$ cat config.mk
export PLATFORM = sky130hd
export DESIGN_NAME = guess_tracker
export DESIGN_NICKNAME = d
export VERILOG_FILES = /design/src/rtl/guess_tracker.sv
export SDC_FILE = /design/constraint.sdc
export NUM_CORES = 1
export LEC_CHECK = 0
export CAP_MARGIN = 10
export CORE_MARGIN = 4
export CORE_UTILIZATION = 63
export DETAILED_ROUTE_END_ITERATION = 8
export DONT_BUFFER_PORTS = 1
export GPL_TIMING_DRIVEN = 0
export HOLD_SLACK_MARGIN = 0.1
export PLACE_DENSITY = 0.84
export SLEW_MARGIN = 20
export SYNTH_ARGS = -nofsm -noshare
export SYNTH_HDL_FRONTEND = slang
export SYNTH_SLANG_ARGS = --single-unit
export TNS_END_PERCENT = 10
$ cat constraint.sdc
create_clock -name clk -period 5.3 [get_ports clk]
set_clock_uncertainty 0.1 [all_clocks]
set_input_delay 0.795 -clock clk [delete_from_list [all_inputs] [get_ports clk]]
set_output_delay 0.795 -clock clk [all_outputs]
set_load 0.02 [all_outputs]
$ cat src/rtl/guess_tracker.sv
// guess_tracker: holds the secret, synchronises and checks player guesses, and keeps the
// round / incorrect-guess counters and the per-round countdown timer for the difficulty FSM.
module guess_tracker #(
    parameter int unsigned TICKS_PER_SEC = 50_000_000,
    parameter logic [6:0]  ROUND_TIME    = 7'd99,
    parameter logic [7:0]  LFSR_SEED     = 8'hA5
) (
    input  logic       clk,
    input  logic       restart,
    input  logic       submit,
    input  logic [3:0] guess,
    input  logic [1:0] Max_digit,
    input  logic [1:0] WINorLOSE,
    output logic [3:0] round,
    output logic [2:0] incorrect_guesses,
    output logic [6:0] timer,
    output logic [1:0] hint
);

    localparam int unsigned TickW = $clog2(TICKS_PER_SEC);
    localparam logic [TickW-1:0] TickMax = TickW'(TICKS_PER_SEC - 1);

    typedef enum logic [1:0] {
        StNew,
        StPlay,
        StCheck,
        StDone
    } state_e;

    state_e           state_q, state_d;
    logic [7:0]       lfsr_q, lfsr_d;
    logic [3:0]       secret_q, secret_d;
    logic [3:0]       guess_q, guess_d;
    logic [3:0]       round_q, round_d;
    logic [2:0]       inc_q, inc_d;
    logic [6:0]       timer_q, timer_d;
    logic [TickW-1:0] tick_q, tick_d;
    logic [1:0]       hint_q, hint_d;
    logic             sub_s1_q, sub_s2_q;

    logic       sub_pulse;
    logic       playing;
    logic       run_timer;
    logic [3:0] mask;

    assign sub_pulse = sub_s1_q & ~sub_s2_q;
    assign playing   = (WINorLOSE == 2'b11);
    assign run_timer = ((state_q == StPlay) && playing) || (state_q == StCheck);

    always_comb begin
        mask = 4'h3;
        case (Max_digit)
            2'd2:    mask = 4'h7;
            2'd3:    mask = 4'hF;
            default: mask = 4'h3;
        endcase
    end

    // Fibonacci LFSR, taps 8,6,5,4; free-running in every state.
    assign lfsr_d = {lfsr_q[6:0], lfsr_q[7] ^ lfsr_q[5] ^ lfsr_q[4] ^ lfsr_q[3]};

    always_comb begin
        state_d  = state_q;
        secret_d = secret_q;
        guess_d  = guess_q;
        round_d  = round_q;
        inc_d    = inc_q;
        timer_d  = timer_q;
        tick_d   = tick_q;
        hint_d   = hint_q;

        // Timer first so that a correct-guess reload below overrides a same-cycle decrement.
        if (run_timer) begin
            if (tick_q == TickMax) begin
                tick_d = '0;
                if (timer_q != 7'd0) begin
                    timer_d = timer_q - 7'd1;
                end
            end else begin
                tick_d = tick_q + 1'b1;
            end
        end

        unique case (state_q)
            StNew: begin
                if (!playing) begin
                    state_d = StDone;
                end else begin
                    secret_d = lfsr_q[3:0] & mask;
                    timer_d  = ROUND_TIME;
                    tick_d   = '0;
                    state_d  = StPlay;
                end
            end
            StPlay: begin
                if (!playing) begin
                    state_d = StDone;
                end else if (sub_pulse) begin
                    guess_d = guess;
                    state_d = StCheck;
                end
            end
            StCheck: begin
                state_d = StPlay;
                if (guess_q > mask) begin
                    hint_d = 2'b00;
                end else if (guess_q == secret_q) begin
                    hint_d  = 2'b11;
                    inc_d   = 3'd0;
                    timer_d = ROUND_TIME;
                    tick_d  = '0;
                    state_d = StNew;
                    if (round_q != 4'd15) begin
                        round_d = round_q + 4'd1;
                    end
                end else begin
                    hint_d = (guess_q < secret_q) ? 2'b01 : 2'b10;
                    if (inc_q != 3'd7) begin
                        inc_d = inc_q + 3'd1;
                    end
                end
                // The result above still commits when the game ends during CHECK.
                if (!playing) begin
                    state_d = StDone;
                end
            end
            StDone: begin
                state_d = StDone;
            end
            default: begin
                state_d = StNew;
            end
        endcase
    end

    always_ff @(posedge clk or negedge restart) begin
        if (!restart) begin
            state_q  <= StNew;
            lfsr_q   <= LFSR_SEED;
            secret_q <= 4'd0;
            guess_q  <= 4'd0;
            round_q  <= 4'd1;
            inc_q    <= 3'd0;
            timer_q  <= ROUND_TIME;
            tick_q   <= '0;
            hint_q   <= 2'b00;
            sub_s1_q <= 1'b0;
            sub_s2_q <= 1'b0;
        end else begin
            state_q  <= state_d;
            lfsr_q   <= lfsr_d;
            secret_q <= secret_d;
            guess_q  <= guess_d;
            round_q  <= round_d;
            inc_q    <= inc_d;
            timer_q  <= timer_d;
            tick_q   <= tick_d;
            hint_q   <= hint_d;
            sub_s1_q <= submit;
            sub_s2_q <= sub_s1_q;
        end
    end

    assign round             = round_q;
    assign incorrect_guesses = inc_q;
    assign timer             = timer_q;
    assign hint              = hint_q;

endmodule

==> results by group, run 1 <==
CTS
  – Clock slew at reported path FFs: 0.07 ns
  – Post-CTS resize count: 0
  – TritonCTS clock tree: yes
  – CTS buffer count: 9
  – H-tree depth: 3
  – Worst-Skew Late Latency: 0.34 ns
  – Clock Sinks: 62
  – Root Buffer: clkbuf_8
  – Clock Path Buffers: 2

Place
  – Place WS: 2.403 ns
  – Placed insts: 361
  – Dpl cell area: 3171 sq um
  – Routability cong.: 0.9031
  – Hpwl dp: 4039 um
  – Buffers on Ports: 0

Routing
  – Vias per Instance: 6.021
  – Final ANT Viol Nets: 0
  – DRC errors left: 0
  – DR iter-0 viols: 192
  – Post-DR wirelength/cell: 16.43 um
  – DRT Pass-1 Iters: 4
  – DR vias: around 2.3k
  – Drt total wl: 6211 um

Global routing
  – Total Routing Usage GR: 23.06%
  – Vias in the first global route: 2,264
  – First-pass GRT wire length: 10,730 um
  – Initial antenna violation count: 0
  – Pin count of the biggest net entering global routing: 54
  – GR Overflow Total: 0

Cells and area
  – Fin nets: ~330
  – # diodes: 0
  – Area grow syn2layout: 9.039%
  – Share of cells above drive strength 1: 12.86%
  – Non-Filler Instances: between 300 and 400
  – Final instance area: 3366 sq um

Synth
  – Number of synthesized flops with an enable pin: 0
  – Unique cell type count in the Yosys netlist: between 40 and 50
  – YS warnings: 0
  – Top cells by count, synth: dfrtp_1, nor2_1, nand2_1
  – Syn Area/Cell: between 10 and 15 sq um
  – Cell area after synthesis: around 3100 sq um
  – Synth async-reset ratio: 100.0%
  – Yosys top cell by area: dfrtp_1
  – Largest cells by area after synthesis: dfrtp_1, dfstp_2, xor2_1, ha_1, nor2_1
  – Count leader, synth: dfrtp_1
  – Number of synthesized register bits: 62
  – Sequential share of the synthesized area: 50.63%
  – Predominant post-synthesis flop cell: dfrtp_1
  – Post-Syn Nets: 317
  – Cells after Synth: 294
  – Proportion of netlist area held by the largest area contributor: 42.97%

STA
  – Final setup margin: 2.751 ns
  – Final period utilization: around half
  – Slew Limit Fails: 0
  – Final setup viols: 0
  – Slew headroom: between 40% and 50%
  – RSZ-0062 raised after global routing: no
  – Hold_ws: 0.1891 ns
  – Worst-Margin Slew: approximately 0.75 ns
  – Setup TNS: 0 ns
  – Minimum clock period: 2.549 ns
  – Final hold violations: 0
  – Fmax: 392.3 MHz

Critical path
  – Reg-to-reg startpoint: guess_q[1]$_DFFE_PN0P_
  – Critical path launch point type: input pin
  – Critical Path RT: 5.42 ns
  – R2r endpoint: tick_q[5]$_DFF_PN0_
  – Crit path kind: in2reg
  – Critical path peak fanout: 10
  – Worst R2R Path Depth: 7
  – Crit end category: flop
  – Arrival time at the worst endpoint: 2.67 ns
  – Flop-to-flop setup slack: between 2 and 3 ns

Die
  – DIE WIDTH: 78.00 um
  – Core area: 4723 sq um
  – Starting Density: between 60% and 70%
  – Cell Rows: 25
  – Die area: 6083 sq um
  – Die height: 78.00 um
  – Io pins: 27

Run status
  – Status: complete, no violations

Power
  – Leak: 1.572 nW
  – PwrDens: between 200 and 300 nW/um^2
  – Maximum VDD drop: 0.0002038 V

Min path
  – Min-Delay Path Class: in2async

Flow run
  – Number of max-cap violations: 0
## power breakdown
group	internal (W)	switching [W]	total [W]
registers	0.000479	0.00000835	0.000488
logic	0.00000699	0.0000109	0.0000179
clock network	0.000180	0.000180	0.000360
total	0.000667	0.000199	0.000866
## worst max-delay path, cell delays in order
cell and delay (ns):
nand2_1 0.05, ha_1 0.29, a21o_1 0.21, a211oi_2 0.49, nor2b_1 0.18, nand2_1 0.29, buf_2 0.29, nor2_1 0.08
## placed cells by master (no fill, tap or decap), types with 3 or more instances in the layout
cell	n
xor2_1	18
o21ai_0	12
a21oi_1	14
inv_1	11
nor2b_1	3
nand2_1	20
nor2_1	30
nand4_1	17
and3_1	6
xnor2_1	9
dfrtp_1	53
dfstp_2	9
clkbuf_8	10
clkinv_2	3
mux2_2	8
nor3_1	4
clkbuf_1	4
and2_1	7
or4_1	5
ha_1	12
nand3_1	18
## cell type report
| type | count | area [sq um] |
|---|---|---|
| plain buffers | 5 | 28.78 |
| clock inverters | 4 | 22.52 |
| repair buffers | 1 | 27.53 |
| fillers | 331 | 1358 |
| well taps | 67 | 83.83 |
| inverters | 11 | 41.29 |
| clock buffers | 12 | 145.1 |
| flip-flops and latches | 62 | 1563 |
| multi-input cells | 216 | 1454 |
## cells by family (layout without fill, tap and decap cells)
| group | count (synthesis) | count (layout) | share of synthesized area, % |
|---|---|---|---|
| simple gates | 130 | 130 | 23.43 |
| flops | 62 | 62 | 50.63 |
| buf+inv | 16 | 33 | 2.270 |
| fa+ha+maj | 12 | 12 | 4.864 |
| xor+xnor | 27 | 27 | 7.661 |
| compound gates | 39 | 39 | 8.229 |
| mux | 8 | 8 | 2.919 |
## flip-flops by register name (all words and copies together) (netlist names)
name and cells:
timer 7, sub_s2_q 1, guess_q 4, incorrect_guesses 3, secret_q 4, round 4
lfsr_q 8, hint 2, tick_q 26, state_q 2, sub_s1_q 1
## worst max path at each step
stage,start,end,slack (ns)
after floorplan,Max_digit[0],tick_q[0]$_DFF_PN0_,2.82
after global placement,Max_digit[0],tick_q[3]$_DFF_PN0_,2.42
after detailed placement,Max_digit[0],tick_q[5]$_DFF_PN0_,2.40
after CTS,Max_digit[0],tick_q[5]$_DFF_PN0_,2.77
after global routing,Max_digit[0],tick_q[5]$_DFF_PN0_,2.54
final,Max_digit[0],tick_q[5]$_DFF_PN0_,2.75
## routing by layer
layer / vias up / track usage, % / routed length (um)
met3: 16 / 6.148 / 336
met5: - / 0 / 0
li1: 1074 / - / -
met1: 1111 / 29.48 / 2727
met2: 75 / 35.36 / 3002
met4: 0 / 13.29 / 145
## metrics by stage
stage | power (W) | util, %
detailed placement | 0.0005045 | 67.13
floorplan | 0.0005018 | -
global placement | 0.0005037 | 67.13
finish | 0.0008658 | 71.26
CTS | 0.0008744 | 71.26
global route | 0.0009017 | 71.26
## timing repair
item | CTS | global route
endpoints found under the hold margin | 53 | 0
hold buffers | 1 | 0
buffers inserted | 0 | 0
(Power assumes the default switching activity.)
==> run 2, diff against run 1 <==
==> constraint.sdc (replaced) <==
create_clock -name clk -period 2.4 [get_ports clk]
set_clock_uncertainty 0.1 [all_clocks]
set_input_delay 0.36 -clock clk [delete_from_list [all_inputs] [get_ports clk]]
set_output_delay 0.36 -clock clk [all_outputs]
set_load 0.02 [all_outputs]
==> results by group, run 2 (synthesized netlist as in run 1, its figures left out) <==
Routing
  – Final ANT Viol Nets: 0 (unchanged)
  – Post-DR wirelength/cell: 16.36 um (-0.42%)
  – DR iter-0 viols: 140 (-27%)
  – DRT Pass-1 Iters: 4 (unchanged)
  – DRC errors left: 0 (unchanged)
  – DR vias: 2,378 (+4.5%)
  – Vias per Instance: 6.036 (+0.24%)
  – Drt total wl: 6447 um (+3.8%)

Die
  – Starting Density: 65.35% (unchanged)
  – Die area: 6083 sq um (unchanged)
  – Core area: 4723 sq um (unchanged)
  – Io pins: 27 (unchanged)
  – DIE WIDTH: 78.00 um (unchanged)
  – Die height: 78.00 um (unchanged)
  – Cell Rows: 25 (unchanged)

Cells and area
  – Area grow syn2layout: 14.15%
  – Fin nets: 345 (+4.9%)
  – Non-Filler Instances: 394 (+4.2%)
  – Final Util: 74.60% (+3.3 points)
  – Multi-input logic area: 1464 sq um (+0.69%)
  – FF/Latch Area: 1563 sq um (unchanged)
  – Fillers: 316 (-4.5%)
  – Most flops, register: tick_q
  – Share of cells above drive strength 1: 14.07% (+1.2 points)
  – Most common cell after layout, fill and taps aside: dfrtp_1
  – Most frequent cells in the layout: dfrtp_1, nor2_1, nand2_1, nand3_1, xor2_1
  – # diodes: 0 (unchanged)
  – Max reg flops: 26 (unchanged)

STA
  – Final hold violations: 0 (unchanged)
  – Final setup viols: 0 (unchanged)
  – Slew headroom: 52.08% (+2.6 points)
  – Final setup margin: 0.08452 ns (-2.666 ns)
  – Slew Limit Fails: 0 (unchanged)
  – Fmax: 431.9 MHz
  – Setup TNS: 0 ns (unchanged)
  – RSZ-0062 raised after global routing: yes
  – Minimum clock period: 2.315 ns
  – Final period utilization: 96.48%
  – Worst-Margin Slew: 0.7113 ns (-0.03814 ns)

Critical path
  – Critical path launch point type: flop
  – Bufs and invs on worst path: 0 (-1)
  – Critical Path RT: 2.56 ns (-2.86 ns)
  – Crit end category: flop
  – Crit path cell chain: or4_1 > nor3b_2 > and4bb_1 > and2_0 > o21ai_0
  – Max incr delay on CP: 0.63 ns (+0.14 ns)
  – Top Family by Delay on Critical Path: simple AND/OR/NAND/NOR gates
  – Crit path kind: reg2reg
  – Critical path peak fanout: 7 (-3)
  – CP max-delay cell: or4_1
  – Arrival time at the worst endpoint: 2.47 ns (-0.20 ns)

Global routing
  – Initial antenna violation count: 0 (unchanged)
  – GR Overflow Total: 0 (unchanged)
  – First-pass GRT wire length: 11,060 um (+3.1%)
  – Vias in the first global route: 2,333 (+3.0%)
  – Pin count of the biggest net entering global routing: 63 (+17%)
  – Total Routing Usage GR: 23.49% (+0.42 points)

Flow run
  – Number of max-cap violations: 0 (unchanged)

CTS
  – Clock Sinks: 62 (unchanged)
  – Root Buffer: clkbuf_8
  – Clock slew at reported path FFs: 0.07 ns (about the same)
  – CTS buffer count: 9 (unchanged)
  – TritonCTS clock tree: yes
  – Clock Path Buffers: 2 (unchanged)
  – Worst-Skew Late Latency: 0.34 ns (about the same)
  – H-tree depth: 3 (unchanged)

Place
  – Place WS: -0.06158 ns (-2.465 ns)
  – Placed insts: 361 (unchanged)
  – Routability cong.: 0.9031 (unchanged)
  – Buffers on Ports: 0 (unchanged)
  – Hpwl dp: 4039 um (unchanged)

Power
  – Total power: 0.001934 W (+120%)
  – Leak: 1.639 nW (+4.3%)
  – Maximum VDD drop: 0.0004521 V (+120%)
  – PwrDens: 548.8 nW/um^2 (+110%)

Min path
  – Min-Delay Path Class: reg2reg

Run status
  – Status: complete, no violations
==> run 2: changes by cell type in the layout (fill, tap and decap cells not counted) <==
cell / before / now
buf_4: 0 / 5
a211oi_2: 1 / 0
a211oi_4: 1 / 2
nand2_1: 20 / 19
dlygate4sd3_1: 0 / 11
nand2_2: 1 / 2
==> run 2: what timing repair did <==
action | in CTS | in global routing
setup endpoints to repair | 20 | 24
buffers inserted | 0 | 5
gates resized for setup | 2 | 0
hold buffers | 12 | 0
hold endpoints to repair | 71 | 0
pin swaps | 0 | 2
==> run 2: layout make-up <==
| cell class | instances | share of cell area, % |
|---|---|---|
| plain buffers | 5 | 0.8168 |
| clock inverters | 4 | 0.6392 |
| inverters | 11 | 1.172 |
| multi-input cells | 216 | 41.55 |
| clock buffers | 12 | 4.119 |
| repair buffers | 17 | 4.972 |
| well taps | 67 | 2.379 |
| flip-flops and latches | 62 | 44.35 |
==> run 2: worst reg2reg max path, stage by stage (launching register included) <==
cell and delay, ns:
dfrtp_1 0.52, or4_1 0.63, nor3b_2 0.33, and4bb_1 0.31
and2_0 0.18, o21ai_0 0.17
==> run 2: where the power goes <==
part,internal (W),switching (W)
registers,0.00106,0.0000189
clock network,0.000398,0.000401
logic,0.0000262,0.0000310
total,0.00148,0.000451
==> run 2: path summary, 6_finish.rpt <==
kind	startpoint	end	slack [ns]	cells past startpoint
worst min register to register	lfsr_q[6]$_DFF_PN0_	lfsr_q[7]$_DFF_PN1_	0.25	0
worst max register to register	timer[2]$_DFF_PN0_	timer[1]$_DFF_PN1_	0.08	5
worst min-delay path	lfsr_q[6]$_DFF_PN0_	lfsr_q[7]$_DFF_PN1_	0.25	0
worst max-delay path	timer[2]$_DFF_PN0_	timer[1]$_DFF_PN1_	0.08	5
max in group asynchronous	restart	timer[0]$_DFF_PN1_	1.44	2
min in group asynchronous	restart	tick_q[10]$_DFF_PN0_	0.45	2
==> run 2: metrics by stage <==
stage | hold WS [ns] | instance area [sq um]
after floorplan | -0.03559 | 3087
after global placement | -0.03344 | 3171
after detailed placement | -0.03359 | 3171
after CTS | 0.2463 | 3486
after global routing | 0.2678 | 3523
final | 0.2548 | 3523
==> run 2: per-layer routing <==
layer  vias up  GRT usage [%]  routed length [um]
met5         -              0                   0
li1       1110              -                   -
met3        19          5.452                 382
met2        88          35.62                3069
met1      1161          31.25                2834
met4         0          12.76                 161
==> run 3, diff against run 2 <==
--- a/config.mk
+++ b/config.mk
@@ -7,12 +7,12 @@
 export LEC_CHECK = 0
 export CAP_MARGIN = 10
 export CORE_MARGIN = 4
-export CORE_UTILIZATION = 63
+export CORE_UTILIZATION = 45
 export DETAILED_ROUTE_END_ITERATION = 8
 export DONT_BUFFER_PORTS = 1
 export GPL_TIMING_DRIVEN = 0
 export HOLD_SLACK_MARGIN = 0.1
-export PLACE_DENSITY = 0.84
+export PLACE_DENSITY = 0.65
 export SLEW_MARGIN = 20
 export SYNTH_ARGS = -nofsm -noshare
 export SYNTH_HDL_FRONTEND = slang
==> results by group, run 3 (synthesized netlist as in run 1, its figures left out) <==
Run status
  – Status: complete, no violations

Cells and area
  – Final Util: 54.73% (-20 points)
  – Most common cell after layout, fill and taps aside: dfrtp_1
  – Most flops, register: tick_q
  – Area grow syn2layout: 15.16%
  – Most frequent cells in the layout: dfrtp_1, nor2_1, nand2_1, nand3_1, xor2_1
  – # diodes: 0 (unchanged)
  – Fin nets: 342 (-0.87%)
  – Fillers: 560 (+77%)
  – Share of cells above drive strength 1: 14.20% (+0.13 points)
  – Max reg flops: 26 (unchanged)

Die
  – DIE WIDTH: 90.82 um (+16%)
  – Cell Rows: 29 (+16%)
  – Die height: 90.82 um (+16%)
  – Die area: 8248 sq um (+36%)
  – Starting Density: 47.52% (-18 points)
  – Core area: 6495 sq um (+38%)
  – Io pins: 27 (unchanged)

STA
  – Setup TNS: 0 ns (unchanged)
  – Minimum clock period: 2.285 ns (-0.03088 ns)
  – Fmax: 437.7 MHz (+1.4%)
  – Hold_ws: 0.2393 ns (-0.01552 ns)
  – Worst-Margin Slew: 0.8009 ns (+0.08957 ns)
  – Slew headroom: 46.04% (-6.0 points)
  – Slew Limit Fails: 0 (unchanged)
  – Final period utilization: 95.19% (-1.3 points)
  – Final hold violations: 0 (unchanged)
  – Final setup margin: 0.1154 ns (+0.03088 ns)
  – Final setup viols: 0 (unchanged)
  – RSZ-0062 raised after global routing: yes

Power
  – Leak: 1.630 nW (-0.54%)
  – Total power: 0.002051 W (+6.1%)
  – Maximum VDD drop: 0.0003172 V (-30%)
  – PwrDens: 577.1 nW/um^2 (+5.2%)

Global routing
  – First-pass GRT wire length: 11,200 um (+1.2%)
  – Total Routing Usage GR: 17.05% (-6.4 points)
  – Pin count of the biggest net entering global routing: 63 (unchanged)
  – Vias in the first global route: 2,334 (+0.043%)
  – Initial antenna violation count: 0 (unchanged)
  – GR Overflow Total: 0 (unchanged)

Critical path
  – Crit path to: tick_q[25]$_DFF_PN0_
  – R2r endpoint: tick_q[25]$_DFF_PN0_
  – Arrival time at the worst endpoint: 2.46 ns (about the same)
  – Critical Path RT: 2.57 ns (about the same)
  – Critical path launch point type: flop
  – Crit path kind: reg2reg
  – Bufs and invs on worst path: 1 (+1)
  – Crit path cell chain: nand2b_1 > buf_6 > a211oi_4 > nand2_2 > or4_1 > a21oi_1
  – Critical path peak fanout: 10 (+3)
  – Max incr delay on CP: 0.52 ns (-0.11 ns)
  – Critical Path Source: state_q[0]$_DFFE_PN0P_
  – Crit end category: flop
  – Flop-to-flop setup slack: 0.12 ns (+0.03 ns)
  – CP max-delay cell: or4_1
  – Top Family by Delay on Critical Path: simple AND/OR/NAND/NOR gates
  – Reg-to-reg startpoint: state_q[0]$_DFFE_PN0P_
  – Worst R2R Path Depth: 6 (+1)
  – Instance count on the critical path: 6 (+1)

Flow run
  – Number of max-cap violations: 0 (unchanged)

CTS
  – TritonCTS clock tree: yes
  – CTS buffer count: 9 (unchanged)
  – Worst-Skew Late Latency: 0.35 ns (about the same)
  – Clock Path Buffers: 2 (unchanged)
  – Root Buffer: clkbuf_8
  – Clock slew at reported path FFs: 0.07 ns (about the same)
  – Clock Sinks: 62 (unchanged)
  – H-tree depth: 3 (unchanged)

Place
  – Hpwl dp: 4286 um (+6.1%)
  – Place WS: -0.1836 ns (-0.1220 ns)
  – Buffers on Ports: 0 (unchanged)
  – Routability cong.: 0.7695 (-15%)

Routing
  – Post-DR wirelength/cell: 15.86 um (-3.1%)
  – DR iter-0 viols: 151 (+7.9%)
  – DRC errors left: 0 (unchanged)
  – DR vias: 2,267 (-4.7%)
  – Drt total wl: 6360 um (-1.3%)
  – Vias per Instance: 5.653 (-6.3%)
  – DRT Pass-1 Iters: 4 (unchanged)
  – Final ANT Viol Nets: 0 (unchanged)

Min path
  – Min-Delay Path Class: in2reg
[run 3: timing repair]
| action | CTS | global route |
|---|---|---|
| resized for setup | 2 | 2 |
| endpoints found under the setup margin | 20 | 24 |
| gates cloned | 0 | 0 |
| hold endpoints to repair | 71 | 0 |
| buffers inserted | 0 | 2 |
| pin swaps | 0 | 2 |
| hold buffers | 12 | 0 |
[run 3: worst min path at each step]
stage                      start                      to  depth (start not counted)
finish              WINorLOSE[1]     tick_q[1]$_DFF_PN0_                          3
global route        WINorLOSE[1]     tick_q[1]$_DFF_PN0_                          3
CTS                 WINorLOSE[1]     tick_q[1]$_DFF_PN0_                          3
detailed placement       restart     lfsr_q[6]$_DFF_PN0_                          0
global placement         restart     lfsr_q[4]$_DFF_PN0_                          0
floorplan                restart  guess_q[0]$_DFFE_PN0P_                          0
[run 3: metrics by stage]
stage,std cells,instance area [sq um]
2_1_floorplan,294,3087
3_3_place_gp,371,3183
3_5_place_dp,371,3183
4_1_cts,399,3530
5_1_grt,401,3555
6_report,401,3555
[run 3: worst reg2reg max path, cell delays in order, from the launching register on]
cell and delay, ns:
dfrtp_1 0.46, nand2b_1 0.19, buf_6 0.14, a211oi_4 0.49, nand2_2 0.15, or4_1 0.52
a21oi_1 0.15
[run 3: metal layers]
| layer | GRT usage, % | part of all wire (%) |
|---|---|---|
| met5 | 0 | 0 |
| met4 | 7.538 | 1.8 |
| met3 | 4.917 | 4.7 |
| met2 | 27.30 | 48 |
| met1 | 21.43 | 46 |
[run 3: layout make-up]
class / count / area, sq um / area share [%]
plain buffers: 5 / 28.78 / 0.8096
well taps: 77 / 96.34 / 2.710
flip-flops and latches: 62 / 1563 / 43.96
clock inverters: 7 / 75.07 / 2.112
clock buffers: 9 / 123.9 / 3.485
multi-input cells: 216 / 1474 / 41.46
repair buffers: 14 / 152.6 / 4.294
inverters: 11 / 41.29 / 1.162
[run 3: power by group]
group          internal, W   total, W  switching [W]
clock network     0.000480   0.000917       0.000438
logic            0.0000263  0.0000571      0.0000308
registers          0.00106    0.00108      0.0000187
==> variant 1: new RTL, settings of run 3 <==
Encoding of `state_e`: now Gray code (2 bits for 4 states).
--- a/src/rtl/guess_tracker.sv
+++ b/src/rtl/guess_tracker.sv
@@ -22,8 +22,8 @@
 
     typedef enum logic [1:0] {
-        StNew,
-        StPlay,
-        StCheck,
-        StDone
+        StNew   = 2'b00,
+        StPlay  = 2'b01,
+        StCheck = 2'b11,
+        StDone  = 2'b10
     } state_e;
 
Behaviour: no difference found for any inputs over 10 cycles, from zero or initial values; not proved beyond that.
==> variant 1 against run 3 <==
- total power increased by 2.6%
- cell count grew 1.7%
- worst setup slack improved by 0.017 ns
- critical path depth grew 1
- cell area up 4.2%
- sequential cell count stayed put
- wire length decreased by 1.3%
- area after synthesis rose by 0.61%
- hold slack lost 0.045 ns
- critical path type unchanged
==> variant 1: results (changes against run 3) <==
[synth]
async_flop_share_pct=100  ; unchanged
syn_nets=322  ; +1.6%
synthDistinctLibCells=44  ; -4.3%
ys_seq_area_share_pct=50.3  ; -0.31 points
synth_ff_type=dfrtp_1
ys_warn_count=0  ; unchanged
yosys-top-cells-count=53 x dfrtp_1, 36 x nor2_1, 19 x nand2_1, 19 x xor2_1, 16 x ha_1
yosys-top-cells-area=dfrtp_1 43%, dfstp_2 7.6%, ha_1 6.4%

[route]
via_per_inst=5.46  ; -3.4%
postRouteWirelength_mm=6.28  ; -1.3%
drt_iter0_markers=77  ; -49%
first_pass_iters=6  ; +2

[clock_network]
clkTransAtPathRegs_ns=0.07  ; about the same
htreeDepth=3  ; unchanged
cts_root_buf=clkbuf_8
cts_buffers=9  ; unchanged
clkLatencyLatePin_ns=0.34
clock_path_buffers=2  ; unchanged

[timing]
hold_slack_ns=0.195  ; -0.0446 ns
maxSlewHeadroom_pct=56.2  ; +10 points
period_share_pct=94.5  ; -0.73 points

[final_layout]
layout-drive-gt1-share_pct=17.7  ; +3.5 points
finalNetCount=350  ; +2.3%
largest_reg_flops=26  ; unchanged
antenna_cells=0  ; unchanged
top_register=tick_q

[grt]
grt_max_degree=63  ; unchanged
grt_pass1_wl_mm=10.6  ; -5.5%
grt_pass1_vias=2181  ; -6.6%
antenna_found_initial=0  ; unchanged
grt_util_all_layers_pct=16.0  ; -1.0 points

[placed_design]
dp_hpwl_mm=4.11  ; -4.1%
place_congestion=0.850  ; +10%
io_buffers=0  ; unchanged

[run_status]
outcome=complete, no violations

[worst_hold_path]
hp-class=in -> reg

[critical_path]
worstPathMaxFanout=7  ; -3
reg2reg_slack_ns=0.13  ; +0.02 ns
crit_arrival_ns=2.45

[pwr]
p_sw_share_pct=20.4  ; -3.4 points
ir_drop_uv=412  ; +30%
p_leak_nw=1.70  ; +4.3%

-- variant 1: changes by cell type in the layout (fill, tap and decap cells not counted), sizes merged, moves of 5 or more --
cell and change:
and2 -5, nor2 +6, a21oi -8, nand3 -8
nor3 +7
-- variant 1: layer usage --
metal  vias to the layer above  track usage (%)  part of all wire (%)
li1                       1098                -                     -
met1                      1064             20.2                    46
met2                        55             25.6                    47
met3                        10             5.72                   5.4
met4                         0             5.28                   1.4
met5                         -                0                     0
-- variant 1: cell type report --
type,count,area (µm²)
sequential,62,1570
fill,592,3050
buffer,4,30.0
timing repair buffer,18,184
tap,80,100
clock inverter,4,70.1
inverter,13,48.8
multi-input combinational,215,1560
clock buffer,12,145
-- variant 1: through the flow --
| step | setup slack (ns) | cells | TNS, ns | area (µm²) | util, % |
|---|---|---|---|---|---|
| after detailed placement | -0.411 | 375 | -8.70 | 3230 | 47.8 |
| after CTS | -0.0216 | 407 | -0.0458 | 3650 | 54.1 |
| after global placement | -0.355 | 375 | -7.47 | 3230 | 47.8 |
| final | 0.133 | 408 | 0 | 3700 | 54.8 |
| after global routing | -0.0338 | 408 | -0.0519 | 3700 | 54.8 |
| after floorplan | -0.0323 | 295 | -0.646 | 3130 | - |
-- variant 1: worst max-delay path, cell delays in order (launching register included) --
cell     delay (ns)
dfrtp_2        0.42
inv_2          0.08
ha_4           0.15
a31oi_4        0.10
or3_4          0.35
or4_4          0.50
or4_4          0.44
nand3_2        0.08
-- variant 1: cells by family (layout without fill, tap and decap cells) --
group | after synthesis | in the layout | synth area share [%]
buffers and inverters | 18 | 51 | 2.30
adders and majority gates | 16 | 16 | 6.45
DFF | 62 | 62 | 50.3
xor gates and xnor gates | 30 | 30 | 8.46
and+or+nand+nor | 123 | 123 | 21.1
AOI/OAI and AO/OA | 35 | 35 | 7.53
muxes | 11 | 11 | 3.87
-- variant 1: power by group through the flow --
stage / clock network [mW] / logic, mW / registers [mW]
2_1_floorplan: 0 / 0.00394 / 1.07
3_3_place_gp: 0 / 0.00492 / 1.07
3_5_place_dp: 0 / 0.00497 / 1.07
4_1_cts: 1.04 / 0.0446 / 1.05
5_1_grt: 1.09 / 0.0498 / 1.05
6_report: 1.01 / 0.0431 / 1.05
-- variant 1: timing repair --
action	CTS	global route
gates cloned	0	2
hold endpoints to repair	70	0
buffers inserted	5	0
pin swaps	1	1
endpoints found under the setup margin	26	26
hold buffers	11	0
resized for setup	13	10
-- variant 1: path summary, 6_finish.rpt --
check                             startpoint    endpoint  cells past startpoint
worst max-delay path              state_q[1]    timer[6]                      7
min in group asynchronous            restart  tick_q[14]                      2
worst max register to register    state_q[1]    timer[6]                      7
max in group asynchronous            restart    round[0]                      2
worst min register to register     lfsr_q[6]   lfsr_q[7]                      0
worst min-delay path            WINorLOSE[1]  state_q[1]                      2
==> variant 2: new RTL, config.mk and constraints of run 3 <==
Made on the original files. Change the parameter `TICKS_PER_SEC` from 50_000_000 to 100_000_000.
--- a/src/rtl/guess_tracker.sv
+++ b/src/rtl/guess_tracker.sv
@@ -2,5 +2,5 @@
 // round / incorrect-guess counters and the per-round countdown timer for the difficulty FSM.
 module guess_tracker #(
-    parameter int unsigned TICKS_PER_SEC = 50_000_000,
+    parameter int unsigned TICKS_PER_SEC = 100_000_000,
     parameter logic [6:0]  ROUND_TIME    = 7'd99,
     parameter logic [7:0]  LFSR_SEED     = 8'hA5
Behaviour: same outputs for any inputs over 10 cycles, from zero or initial values; that may be too few to reach the edited logic, so the function may still have changed.
==> variant 2 against run 3 <==
- global-route usage fell by 0.85 points
- area after synthesis up 4.3%
- wire length down 2.8%
- total power rose by 1.8%
- worst setup slack better by 0.0056 ns
- sequential cell count grew 1
- clock power down 3.6%
- cell area grew 2.9%
- largest power group unchanged
==> variant 2: results (changes against run 3) <==
[run_status]
outcome=complete, no violations

[synth]
yosys-top-cells-area=dfrtp_1 42%, dfstp_2 7.3%, ha_1 4.7%
avgSynthCellArea_um2=10.6  ; +1.2%
synthDistinctLibCells=47  ; +2.2%
syn_nets=326  ; +2.8%
yosys-top-cells-count=54 x dfrtp_1, 33 x nor2_1, 22 x nand2_1

[grt]
grt_util_all_layers_pct=16.2  ; -0.85 points
grt_max_degree=64  ; +1.6%

[route]
drt-met1-wl_mm=2.88  ; -0.65%
via_per_inst=5.48  ; -3.1%
post_drt_wl_per_cell_um=14.5  ; -8.5%

[pwr]
p_leak_nw=1.67  ; +2.2%

[placed_design]
place_congestion=0.789  ; +2.5%
dp_hpwl_mm=4.25  ; -0.90%
place_area_mm2=0.00334  ; +4.9%
dp.cells=399  ; +7.5%

[timing]
maxSlewHeadroom_pct=46.9  ; +0.84 points

[critical_path]
worstPathMaxFanout=9  ; -1
r2r_end=timer[3]
r2r-start=guess_q[2]
slowest_delay_ns=0.40  ; -0.12 ns
worstRegToRegCells=7  ; +1

[worst_hold_path]
holdPathEnd=state_q[0]
hold_path_depth=2  ; -1

[final_layout]
stdcell_count=426  ; +6.2%
layout-drive-gt1-share_pct=14.8  ; +0.65 points

variant 2: cell families after synthesis:
group / Yosys count / synth area share, %
mux: 11 / 3.77
buf+inv: 17 / 3.15
simple gates: 136 / 24.0
xor+xnor: 29 / 7.89
flops: 63 / 49.3
fa+ha+maj: 12 / 4.67
compound gates: 35 / 7.23
variant 2: metrics by stage:
step	total power [mW]	utilization, %
2_1_floorplan	1.17	-
3_3_place_gp	1.18	48.6
3_5_place_dp	1.19	48.6
4_1_cts	2.12	53.2
5_1_grt	2.19	53.3
6_report	2.09	53.3
variant 2: layout make-up:
type / count / area, µm²
inverter: 9 / 33.8
clock buffer: 10 / 128
multi-input combinational: 223 / 1530
buffer: 8 / 67.6
timing repair buffer: 11 / 128
fill: 616 / 3210
tap: 96 / 120
clock inverter: 6 / 61.3
sequential: 63 / 1590
variant 2: timing repair:
action                                 in CTS  in global routing
endpoints found under the hold margin      71                  0
hold buffers                               11                  0
setup endpoints to repair                   0                 14
resized for setup                           0                  1
variant 2: worst max path at each step:
stage,startpoint,endpoint,slack [ns],depth (start not counted)
floorplan,guess_q[2],timer[2],0.35,7
global placement,guess_q[2],timer[2],0.18,7
detailed placement,guess_q[2],timer[3],0.13,7
CTS,guess_q[2],tick_q[22],0.12,7
global route,guess_q[2],timer[2],0.04,7
finish,guess_q[2],timer[3],0.12,7
variant 2: power by group:
part           leakage (nW)  switching [mW]  internal, mW
combinational         0.748          0.0457        0.0366
sequential            0.821          0.0351          1.09
clock                0.0960           0.408         0.476
total                  1.67           0.489          1.60
variant 2: critical path: cells and delay by family, from the launching register on:
kind	cells	cell delay, ns
and+or+nand+nor	2	0.62
AOI/OAI and AO/OA	2	0.44
DFF	1	0.40
adders and majority gates	1	0.29
buffers and inverters	1	0.22
muxes	1	0.12
variant 2: routing by layer:
layer | GRT usage, % | vias up
li1 | - | 1133
met1 | 20.2 | 1152
met2 | 26.4 | 41
met3 | 5.04 | 7
met4 | 5.82 | 0
met5 | 0 | -
